===== src/rtl/bmatch_sig_engine.sv =====
// rtl/bmatch_sig_engine.sv - sequential signature engine for N_IN-input AND/OR matching cones.
// Drives an exhaustive or LFSR pattern stream and shifts every cone output into a per-channel signature.
module bmatch_sig_engine #(
  parameter int          N_IN    = 4,
  parameter int          SIG_LEN = 32,
  parameter logic [15:0] SEED    = 16'hACE1,
  localparam int         CH      = N_IN - 1,
  localparam int         CW      = (CH > 1) ? $clog2(CH) : 1
) (
  input  logic               clk,
  input  logic               rst_n,
  input  logic               start,
  input  logic               mode,
  output logic               busy,
  output logic               done,
  output logic [N_IN-1:0]    cur_pat,
  input  logic [CW-1:0]      rd_ch,
  output logic [SIG_LEN-1:0] rd_and_sig,
  output logic [SIG_LEN-1:0] rd_or_sig
);

  localparam int RW    = $clog2(SIG_LEN + 1);
  localparam int NSLOT = 2 ** CW;

  typedef enum logic [1:0] {S_IDLE, S_RUN, S_DONE} state_t;

  state_t             state;
  logic               mode_q;
  logic [N_IN-1:0]    pcnt;
  logic [15:0]        lfsr;
  logic [RW-1:0]      rcnt;
  logic [N_IN-1:0]    src;
  logic               fb;
  // Slots past CH are never shifted; they keep the read mux index in range.
  logic [SIG_LEN-1:0] and_sig [NSLOT];
  logic [SIG_LEN-1:0] or_sig  [NSLOT];

  assign src     = mode_q ? lfsr[N_IN-1:0] : pcnt;
  assign fb      = lfsr[15] ^ lfsr[13] ^ lfsr[12] ^ lfsr[10];
  assign cur_pat = (state == S_RUN) ? src : '0;

  always_ff @(posedge clk or negedge rst_n) begin
    if (!rst_n) begin
      state  <= S_IDLE;
      busy   <= 1'b0;
      done   <= 1'b0;
      mode_q <= 1'b0;
      pcnt   <= '0;
      lfsr   <= SEED;
      rcnt   <= '0;
      for (int k = 0; k < NSLOT; k++) begin
        and_sig[k] <= '0;
        or_sig[k]  <= '0;
      end
    end else begin
      case (state)
        S_IDLE: begin
          done <= 1'b0;
          if (start) begin
            state  <= S_RUN;
            busy   <= 1'b1;
            mode_q <= mode;
            pcnt   <= '0;
            lfsr   <= SEED;
            rcnt   <= '0;
            for (int k = 0; k < NSLOT; k++) begin
              and_sig[k] <= '0;
              or_sig[k]  <= '0;
            end
          end
        end
        S_RUN: begin
          for (int k = 0; k < CH; k++) begin
            and_sig[k] <= {and_sig[k][SIG_LEN-2:0], src[N_IN-1] & src[k]};
            or_sig[k]  <= {or_sig[k][SIG_LEN-2:0],  src[N_IN-1] | src[k]};
          end
          pcnt <= pcnt + 1'b1;
          lfsr <= {lfsr[14:0], fb};
          rcnt <= rcnt + 1'b1;
          if (rcnt == RW'(SIG_LEN - 1)) begin
            state <= S_DONE;
            busy  <= 1'b0;
            done  <= 1'b1;
          end
        end
        S_DONE: begin
          state <= S_IDLE;
          done  <= 1'b0;
        end
        default: begin
          state <= S_IDLE;
          busy  <= 1'b0;
          done  <= 1'b0;
        end
      endcase
    end
  end

  always_comb begin
    rd_and_sig = '0;
    rd_or_sig  = '0;
    if (int'(rd_ch) < CH) begin
      rd_and_sig = and_sig[rd_ch];
      rd_or_sig  = or_sig[rd_ch];
    end
  end

endmodule

===== config.mk =====
export PLATFORM = sky130hd
export DESIGN_NAME = bmatch_sig_engine
export DESIGN_NICKNAME = d
export VERILOG_FILES = /design/src/rtl/bmatch_sig_engine.sv
export SDC_FILE = /design/constraint.sdc
export NUM_CORES = 1
export LEC_CHECK = 0
export ABC_AREA = 1
export CORE_MARGIN = 1
export CORE_UTILIZATION = 35
export CTS_CLUSTER_DIAMETER = 40
export DETAILED_ROUTE_END_ITERATION = 6
export GPL_ROUTABILITY_DRIVEN = 0
export SYNTH_ARGS = -nofsm -noshare
export SYNTH_HDL_FRONTEND = slang
export SYNTH_SLANG_ARGS = --single-unit

===== constraint.sdc =====
create_clock -name clk -period 2.9 [get_ports clk]
set_input_delay 0.87 -clock clk [delete_from_list [all_inputs] [get_ports clk]]
set_output_delay 0.87 -clock clk [all_outputs]
set_load 0.01 [all_outputs]

; ---- Word-level counts from Yosys, hierarchy flattened
; Cells that the tools add are included.
[op_classes]
add_sub_neg = 2
n_lt_le_gt_ge = 2
eq_ne = 5
muxes = 27
bitwise = 11
n_reduce_logical = 6
[ops]
columns = cell, count
row1 = one-hot mux 96 bit (2 select lines), 2
row2 = two-way mux 32 bit, 6
row3 = binary-select mux 32 bit (select 2 bit), 2
row4 = two-way mux 128 bit, 1
row5 = one-hot mux 16 bit (2 select lines), 1
row6 = two-way mux 16 bit, 1
row7 = two-way mux 4 bit, 3
row8 = one-hot mux 6 bit (2 select lines), 1
row9 = one-hot mux 4 bit (2 select lines), 1
row10 = "adder 6 x 1 -> 6 bit, second input constant", 1
row11 = "== test 6 x 5 -> 1 bit, second input constant", 1
row12 = two-way mux 6 bit, 1
row13 = AND reduction 2 bit, 3
row14 = "adder 4 x 1 -> 4 bit, second input constant", 1
row15 = two-way mux 1 bit, 4
row16 = two-way mux 2 bit, 2
row17 = one-hot mux 2 bit (2 select lines), 1
row18 = AND 1 bit, 3
row19 = "greater-or-equal comparator 3 bit, second input constant", 1
row20 = inverter 2 -> 3 bit, 1
row21 = OR 1 bit, 3
row22 = one-hot mux 1 bit (3 select lines), 1
row23 = AND reduction 3 bit, 1
row24 = bitwise XOR 1 bit, 3
row25 = other kinds (8), 8
[totals]
register_bits = 223
inputBits = 6
out_inout_bits = 70

; ---- Longest topological paths before layout
; Gate-level depths: netlist of the first run.
[logic_depth]
word_depth = 5
mapped_depth = 8
ltp_nobuf = 7

; ---- Least setup slack after synthesis of the first run
; No wires, ideal clock.
[synth_path]
path_kind = input to output
start = input port rd_ch[1]
end = output port rd_and_sig[11]
arrival_time_ps = 1587
required_time_ps = 2030
path_slack_ps = 443
path_stages = 3
path_buffers = 2
path_cell_list = clkbuf_1 > buf_1 > o22ai_1
[synth_between]
elab_chain_cells = 5
[synth_lines]
columns = item, line_no
row1 = "start, declared", 17  ; input logic [CW-1:0] rd_ch,
row2 = inverter 2 -> 3 bit (implied by the code), 103  ; rd_and_sig = and_sig[rd_ch];
row3 = binary-select mux 32 bit (select 2 bit), 103
row4 = two-way mux 32 bit (implied by the code) (2 in a row), 103
row5 = two-way mux 32 bit (*), 102  ; if (int'(rd_ch) < CH) begin
row6 = "end, declared", 18  ; output logic [SIG_LEN-1:0] rd_and_sig,
; Every way passes the cells marked *; elsewhere a longest branch is shown, timed or not. The select of a mux whose other input is x is not followed.

; ---- Final worst setup path of the first run
[layout_path]
start = input port rd_ch[0]
end = output port rd_and_sig[14]
; The elaborated chain is that of the path after synthesis.

==> results of run 1 <==
-- where the power goes --
group	total [mW]	internal [mW]	switching [mW]
combinational	4.66	1.80	2.86
sequential	4.92	4.42	0.499
clock	3.68	2.26	1.42
total	13.3	8.48	4.78
-- Yosys cell counts, drive strengths merged --
library cell  instances  share of area [%]
a21oi                65                3.5
dfrtp               215                 57
o211ai                1              0.080
nor3                  1              0.053
o22ai               257                 17
clkbuf               24               0.96
a22o                  2               0.19
nor2                 76                3.0
buf                  51                2.7
nand2                59                2.4
inv                 212                8.4
o21a                  1              0.080
ha                    2               0.27
o21ai                29                1.6
dfstp                 8                2.2
nand3                 7               0.37
-- through the flow --
step	worst slack, ns	cell area [µm²]	hold WS (ns)	cells
2_1_floorplan	0.4428	9420	0.4479	1010
5_1_grt	0.007265	11700	0.2728	1434
6_report	0.08214	11700	0.2497	1435
3_3_place_gp	-0.2544	10700	0.4587	1378
4_1_cts	0.01687	11680	0.2561	1434
3_5_place_dp	-0.2540	10700	0.4668	1378
-- worst min-delay path by stage --
stage	endpoint	slack [ns]	depth (start not counted)
5_1_grt	or_sig[120]	0.27	1
3_3_place_gp	busy	0.46	2
6_report	and_sig[41]	0.25	1
2_1_floorplan	lfsr[14]	0.45	2
3_5_place_dp	busy	0.47	2
4_1_cts	or_sig[120]	0.26	1
-- worst reg2reg max path, cell delays in order (launching register included) --
cell	delay, ns
dfrtp_1	0.43
nand2_4	0.15
buf_12	0.52
o22ai_1	0.31
-- kinds of logic after synthesis --
family | count (synthesis) | synth area share [%]
and+or+nand+nor | 143 | 5.804
DFF | 223 | 59.34
adders and majority gates | 2 | 0.2656
AOI/OAI and AO/OA | 355 | 22.45
buffers and inverters | 287 | 12.14
-- area by class of cell --
cell class | instances | area share [%]
clock buffers | 38 | 7.197
well taps | 335 | 3.582
flip-flops and latches | 223 | 47.79
multi-input cells | 500 | 23.27
clock inverters | 17 | 1.636
repair buffers | 109 | 9.657
inverters | 212 | 6.844
diodes | 1 | 0.02139
-- state kept, by name (all words and copies together) (netlist names) --
register and flops:
and_sig 96, or_sig 96, lfsr 16, rcnt 6, pcnt 4, state 2
busy 1, done 1, mode_q 1
-- metal layers --
metal / global-route usage, % / vias to the layer above
li1: - / 3574
met2: 23.78 / 156
met1: 22.88 / 3529
met4: 4.388 / 0
met5: 0 / -
met3: 2.598 / 32
-- repair_timing --
item / in CTS / in global routing
pin swaps: 1 / 2
setup buffers: 1 / 0
resized for setup: 70 / 5
endpoints found under the setup margin: 67 / 5
==> out/results.txt, run 1 <==
Status -> complete, but fails checks
Failing checks -> DRC
Count of final hold-check violations -> 0
Highest routed layer -> met4
H-tree depth -> 1
Crit-path max FO -> 26
Die area -> 27580 µm²
CP Cell Sequence -> buf_4, buf_12, buf_12, nor2_1, a21oi_2, o22ai_1, dlygate4sd2_1
Cts bufs inserted -> 30
Most repeated library cell on the critical path -> buf_12
Routed Antenna Nets -> 0
Vias/cell -> 5.081
Die height -> 166.1 µm
First-pass DRT Iterations -> 7
Area Overhead vs Synth -> 24.20%
R2R cell count -> 3
Layout Nets -> 1084
Crit-path max cell delay -> 0.29 ns
CTS tree -> done
Port Buf Inserts -> 75
Pwr Density -> 1133 nW/µm²
Share of cells above drive strength 1 -> 9.736%
Stages on worst setup path -> 7
Hold Path Class -> in -> async
Grt ovf -> 0
Mapped Cells -> 1010
Via Count -> 7291
Antenna violations before repair -> 1
LEAKAGE -> 5.432 nW
Total Routing Usage GR -> 15.62%
Fin Setup TNS -> 0 ns
Storage cell area -> 5592 µm²
Worst skew pair latency -> 0.54 ns
# setup viols final -> 0
Vias in the first global route -> 7007
Clock root buffer -> clkbuf_16
Commonest non-fill, non-tap cell in the layout -> o22ai_1
Max-slew headroom -> 48.75%
Max-slew violations -> 0
Period minus WS final -> 2.818 ns
Clock-pin slew on the worst setup and hold paths -> 0.05 ns
Worst path required time -> 2.03 ns
Final worst path period share -> 97.17%
Max-cap check violation count -> 0
DRC viols -> 15
CP bufs+invs -> 4
Sequential fraction of the synthesis area -> 59.34%
Worst r2r dst -> or_sig[60]
Filler instances -> 2499
Clock Path Buffers -> 3
CTS sink cnt -> 223
Netlist Area Pre-Place -> 9420 µm²
Syn Area/Cell -> 9.327 µm²
Largest net degree at the start of global routing -> 171
Worst setup EP type -> output pin
Util after Layout -> 44.65%
Starting density of the core -> 35.95%
Skew final -> 0.007385 ns
Total power -> 13.26 mW
Synth Net Count -> 1018
RSZ-0062 raised after global routing -> false
Synth warn -> 0
Metal2 WL -> 9457 µm
Worst Setup SP -> rd_ch[0]
Die width -> 166.1 µm
FF-to-FF Start -> state[0]
CP max stage cell -> dlygate4sd2_1
Worst Setup Start Kind -> input pin
DR WL/cell -> 14.95 µm
Routed Wire Length -> 21450 µm
Routed wl met3 -> 1009 µm
Top delay family on crit path -> buffers and inverters
Core area -> 26210 µm²
Most frequent cells in the layout -> o22ai_1 (254), dfrtp_1 (214), inv_1 (211), nor2_1 (76), dlygate4sd2_1 (66)
First-pass GRT wire length -> 36120 µm
Yosys reg bits -> 223
Tightest Pin Transition -> 0.7687 ns
CP Class -> in -> out
Post-synth cell types -> 20
Worst vdd ir -> 647.8 µV
CP arrival -> 1.95 ns
Top Ports -> 76
Achievable Freq -> 354.9 MHz
Post-DP HPWL -> 13300 µm
Multi-input gate area -> 2723 µm²
# rows -> 59
M1 WL -> 10500 µm
FF-to-FF setup slack -> 1.34 ns
Worst Setup EP -> rd_and_sig[14]
Initial DRC count -> 562
Hold Buf Count CTS -> 0
Note: power is estimated with default switching activity, not from simulation.
==> inputs of run 2 (changes only) <==
Settings changed: CAP_MARGIN set to 0, CORE_UTILIZATION 35 to 62, PLACE_DENSITY set to 0.84.
==> out/results.txt, run 2 (same netlist as run 1, synthesis figures left out) <==
Period minus WS final -> 2.877 ns (+0.05939 ns)
CP arrival -> 2.01 ns (+0.06 ns)
Core area -> 14700 µm² (-44%)
Layout Nets -> 1077 (-0.65%)
Worst vdd ir -> 794.3 µV (+23%)
FF-to-FF Start -> state[0]
LEAKAGE -> 5.405 nW (-0.50%)
Max-slew headroom -> 41.01% (-7.7 points)
Die width -> 125.3 µm (-25%)
Tightest Pin Transition -> 0.8848 ns (+0.1160 ns)
Die area -> 15690 µm² (-43%)
Final worst path period share -> 99.22% (+2.0 points)
Initial DRC count -> 704 (+25%)
Starting density of the core -> 64.09% (+28 points)
# diodes -> 0 (-1)
Skew final -> 0.006911 ns (-0.0004747 ns)
P_int -> 8.648 mW (+2.0%)
Hold Path Class -> in -> async
Reg power frac -> 36.7% (-0.4 points)
Worst setup margin -> 0.02275 ns (-0.05939 ns)
DR WL/cell -> 16.36 µm (+9.4%)
Clock Path Buffers -> 3 (unchanged)
Largest net degree at the start of global routing -> 207 (+21%)
Worst path required time -> 2.03 ns (about the same)
Share of cells above drive strength 1 -> 9.332% (-0.40 points)
Worst skew pair latency -> 0.52 ns (-0.02 ns)
Util after Layout -> 78.03% (+33 points)
Routed Antenna Nets -> 0 (unchanged)
First-pass DRT Iterations -> 7 (unchanged)
# rows -> 44 (-25%)
Filler instances -> 946 (-62%)
Post-DP HPWL -> 12270 µm (-7.8%)
Worst Setup SP -> state[1]
CTS tree -> done
Pwr Density -> 1174 nW/µm² (+3.6%)
Most frequent cells in the layout -> o22ai_1 (255), dfrtp_1 (214), inv_1 (210), nor2_1 (76), dlygate4sd2_1 (65)
Die height -> 125.3 µm (-25%)
H-tree depth -> 1 (unchanged)
Largest regs -> and_sig x96, or_sig x96, lfsr x16
Vias in the first global route -> 7420 (+5.9%)
Achievable Freq -> 347.6 MHz (-2.1%)
Max-cap check violation count -> 0 (unchanged)
Worst Setup Start Kind -> flop
First-pass GRT wire length -> 35720 µm (-1.1%)
Pre-CTS WS -> -0.2582 ns (-0.004119 ns)
Status -> complete, but fails checks
Total Routing Usage GR -> 27.45% (+12 points)
Crit-path max FO -> 6 (-77%)
Commonest non-fill, non-tap cell in the layout -> o22ai_1
Total power -> 13.46 mW (+1.6%)
Clock-pin slew on the worst setup and hold paths -> 0.06 ns (about the same)
Net Sw Power -> 4.816 mW (+0.84%)
Routed Wire Length -> 20890 µm (-2.6%)
CTS sink cnt -> 223 (unchanged)
Worst setup EP type -> output pin
CP Class -> reg -> out
Vias/cell -> 5.915 (+16%)
Clock Power Share -> 28.5% (+0.7 points)
DRC viols -> 4 (-11)
Power share of the combinational group -> 34.8% (-0.3 points)
Area Overhead vs Synth -> 21.76%
Count of final hold-check violations -> 0 (unchanged)
Failing checks -> DRC
Via Count -> 7554 (+3.6%)
Antenna violations before repair -> 0 (-1)
Net Sw Frac -> 35.77% (-0.25 points)
Clock root buffer -> clkbuf_16
Top Ports -> 76 (unchanged)
# setup viols final -> 0 (unchanged)
Cts bufs inserted -> 30 (unchanged)
Max-slew violations -> 0 (unchanged)
Port Buf Inserts -> 75 (unchanged)
Grt ovf -> 0 (unchanged)
-- run 2: cell types whose count changed in the layout (fill, tap and decap cells not counted), sizes merged --
cell	change
diode	-1
dlygate4sd2	-1
clkbuf	-4
buf	-7
clkdlybuf4s50	+1
clkinv	+3
bufinv	+3
inv	-1
-- run 2: worst paths after layout --
kind,cells after the start,endpoint,slack [ns]
min in group clk,2,or_sig[32],0.49
setup / recovery,6,cur_pat[3],0.02
hold / removal,1,or_sig[57],0.32
max in group asynchronous,2,or_sig[35],1.91
hold reg to reg,2,or_sig[32],0.49
setup reg to reg,4,lfsr[11],1.23
-- run 2: through the flow --
stage | hold slack [ns] | std cells | setup TNS [ns] | area, µm²
3_3_place_gp | 0.4581 | 1220 | -7.337 | 10420
4_1_cts | 0.3491 | 1277 | -0.1070 | 11450
6_report | 0.3193 | 1277 | 0 | 11470
2_1_floorplan | 0.4479 | 1010 | 0 | 9420
3_5_place_dp | 0.4757 | 1220 | -8.603 | 10420
5_1_grt | 0.3729 | 1277 | -0.05307 | 11470
-- run 2: timing repair --
item	4_1_cts	5_1_grt
hold buffers	0	0
resized for setup	72	6
pin swaps	2	1
setup endpoints to repair	67	4
buffers inserted	1	0
-- run 2: critical path, stage by stage (launching register included) --
cell and delay, ns:
dfrtp_1 0.37, inv_1 0.12, nand2_4 0.10, inv_1 0.12
nand2_2 0.12, inv_2 0.11, clkdlybuf4s50_1 0.54
-- run 2: power groups by stage --
stage / clock, mW / sequential [mW] / combinational, mW
6_report: 3.84 / 4.94 / 4.68
5_1_grt: 4.03 / 5.07 / 5.19
4_1_cts: 3.88 / 4.93 / 4.64
3_5_place_dp: 0 / 4.96 / 4.71
3_3_place_gp: 0 / 4.90 / 4.60
2_1_floorplan: 0 / 4.83 / 3.33
-- run 2: routing by layer --
metal | part of all wire [%] | global-route usage (%) | up-vias
li1 | - | - | 3554
met1 | 45 | 39.85 | 3726
met2 | 49 | 43.41 | 242
met3 | 4.9 | 4.193 | 32
met4 | 1.8 | 8.034 | 0
met5 | 0 | 0 | -
-- run 2: area by class of cell --
cell class / instances / area [µm²] / share of cell area, %
Multi-Input combinational cell: 500 / 2720 / 23.72
Inverter: 212 / 800.8 / 6.982
Sequential cell: 223 / 5592 / 48.75
Clock inverter: 22 / 281.5 / 2.454
Timing Repair Buffer: 102 / 1049 / 9.141
Tap cell: 184 / 230.2 / 2.007
Clock buffer: 34 / 797.0 / 6.949
==> inputs of run 3 (changes only) <==
--- a/config.mk
+++ b/config.mk
@@ -8,4 +8,5 @@
 export ABC_AREA = 1
 export CAP_MARGIN = 0
+export CORE_ASPECT_RATIO = 2
 export CORE_MARGIN = 1
 export CORE_UTILIZATION = 62
==> constraint.sdc (replaced) <==
create_clock -name clk -period 2.9 [get_ports clk]
set_input_delay 0.435 -clock clk [delete_from_list [all_inputs] [get_ports clk]]
set_output_delay 0.435 -clock clk [all_outputs]
set_load 0.01 [all_outputs]
==> out/results.txt, run 3 (same netlist as run 1, synthesis figures left out) <==
Status -> finished clean
Largest net degree at the start of global routing -> 159 (-23%)
Worst Setup Start Kind -> input pin
Crit-path max FO -> 59 (+53)
Post-DP HPWL -> 12800 µm (+4.3%)
Worst Setup SP -> rd_ch[0]
Vias/cell -> 5.890 (-0.44%)
CTS sink cnt -> 223 (unchanged)
Tightest Pin Transition -> 0.7289 ns (-0.1559 ns)
Cell total after placement -> 1222 (+0.16%)
Max-slew headroom -> 51.41% (+10 points)
FF-to-FF setup slack -> 1.34 ns (+0.11 ns)
First-pass GRT wire length -> 34230 µm (-4.2%)
Worst hold start -> busy
Hold Path Class -> reg -> reg
Via Count -> 7415 (-1.8%)
Max-slew violations -> 0 (unchanged)
DRC viols -> 0 (-4)
Top Ports -> 76 (unchanged)
Layout Nets -> 1058 (-1.8%)
CTS tree -> done
Postcts setup bufs -> 0 (-1)
Die width -> 89.16 µm (-29%)
Worst path required time -> 2.47 ns (+0.44 ns)
Antenna violations before repair -> 0 (unchanged)
Final worst path period share -> 85.97% (-13 points)
# rows -> 63 (+43%)
LEAKAGE -> 4.854 nW (-10%)
Fin Setup TNS -> 0 ns (unchanged)
Worst Setup EP -> rd_or_sig[25]
Pwr Density -> 1139 nW/µm² (-2.9%)
Max-cap check violation count -> 0 (unchanged)
Count of final hold-check violations -> 0 (unchanged)
FF-to-FF Start -> state[1]
# diodes -> 0 (unchanged)
Grt ovf -> 0 (unchanged)
Post-Place Cell Area -> 10280 µm² (-1.4%)
Non-Filler Instances -> 1259 (-1.4%)
Post-CTS Resized -> 0 (-100%)
RSZ-0062 raised after global routing -> false
Clock-pin slew on the worst setup and hold paths -> 0.06 ns (about the same)
Port Buf Inserts -> 75 (unchanged)
Worst r2r dst -> and_sig[116]
Clock root buffer -> clkbuf_16
Clock Path Buffers -> 3 (unchanged)
Period minus WS final -> 2.493 ns (-0.3842 ns)
Die area -> 15720 µm² (+0.19%)
Routed Wire Length -> 20720 µm (-0.81%)
Skew final -> 0.02682 ns (+0.01991 ns)
Largest regs -> and_sig x96, or_sig x96, lfsr x16
Starting density of the core -> 63.57% (-0.52 points)
First-pass DRT Iterations -> 5 (-2)
CP arrival -> 2.06 ns (+0.05 ns)
# setup viols final -> 0 (unchanged)
Cts bufs inserted -> 20 (-33%)
Initial DRC count -> 468 (-34%)
Vias in the first global route -> 7341 (-1.1%)
CP Class -> in -> out
Final instance area -> 11000 µm² (-4.1%)
Die height -> 176.3 µm (+41%)
Total Routing Usage GR -> 27.33% (-0.12 points)
Filler instances -> 1091 (+15%)
Commonest non-fill, non-tap cell in the layout -> o22ai_1
Most frequent cells in the layout -> o22ai_1 (257), dfrtp_1 (215), inv_1 (211), nor2_1 (76), clkdlybuf4s50_1 (72)
Util after Layout -> 74.23% (-3.8 points)
Achievable Freq -> 401.1 MHz (+15%)
H-tree depth -> 1 (unchanged)
Share of cells above drive strength 1 -> 6.015% (-3.3 points)
Worst skew pair latency -> 0.51 ns (about the same)
Worst setup EP type -> output pin
Core area -> 14820 µm² (+0.82%)
DR WL/cell -> 16.46 µm (+0.61%)
Area Overhead vs Synth -> 16.78%
Routed Antenna Nets -> 0 (unchanged)
Worst vdd ir -> 1205 µV (+52%)
R2R cell count -> 5 (+1)
-- run 3: changes by cell type in the layout (fill, tap and decap cells not counted), moves of 3 or more --
cell / previous run / this run
clkinvlp_4: 5 / 0
clkbuf_16: 31 / 20
buf_12: 13 / 6
clkbuf_8: 1 / 8
bufinv_16: 5 / 2
inv_6: 4 / 1
dlygate4sd2_1: 65 / 0
clkinv_4: 6 / 0
clkdlybuf4s50_1: 5 / 72
-- run 3: worst max-delay path: stages --
cell and delay (ns):
buf_4 0.38, buf_12 0.31, a21oi_1 0.13, o22ai_1 0.19
clkdlybuf4s50_1 0.58
-- run 3: final cells by class --
type	instances	area, µm²	share of cell area [%]
clock buffer	31	611.8	5.562
clock inverter	5	97.59	0.8872
inverter	212	800.8	7.279
multi-input combinational	500	2696	24.51
sequential	223	5590	50.82
tap	195	244.0	2.218
timing repair buffer	93	959.7	8.724
-- run 3: through the flow --
| step | power [mW] | worst slack [ns] | hold WS (ns) |
|---|---|---|---|
| after detailed placement | 9.697 | 0.4356 | 0.4664 |
| after global routing | 13.32 | 0.3001 | 0.4959 |
| after CTS | 12.54 | 0.4019 | 0.4811 |
| after global placement | 9.506 | 0.4576 | 0.4555 |
| after floorplan | 8.156 | 1.313 | 0.1394 |
| final | 12.53 | 0.4070 | 0.4730 |
-- run 3: power breakdown --
part | internal (mW) | switching (mW)
Sequential | 4.41 | 0.536
Combinational | 1.92 | 2.87
Clock | 1.65 | 1.15
-- run 3: worst min-delay path by stage --
stage                     slack, ns  cells past startpoint           end
after global routing           0.50                      2          busy
after floorplan                0.14                      0  and_sig[100]
after global placement         0.46                      2          busy
final                          0.47                      2          busy
after CTS                      0.48                      2          busy
after detailed placement       0.47                      2          busy
-- run 3: what timing repair did --
item	4_1_cts	5_1_grt
endpoints found under the setup margin	0	0
hold buffers	1	0
endpoints found under the hold margin	34	0
-- run 3: routing by layer --
metal | vias up | GRT usage [%] | wire [µm]
met4 | 0 | 9.854 | 670
met3 | 53 | 3.086 | 922
met5 | - | 0 | 0
met2 | 211 | 46.37 | 10970
met1 | 3651 | 35.91 | 8157
li1 | 3500 | - | -
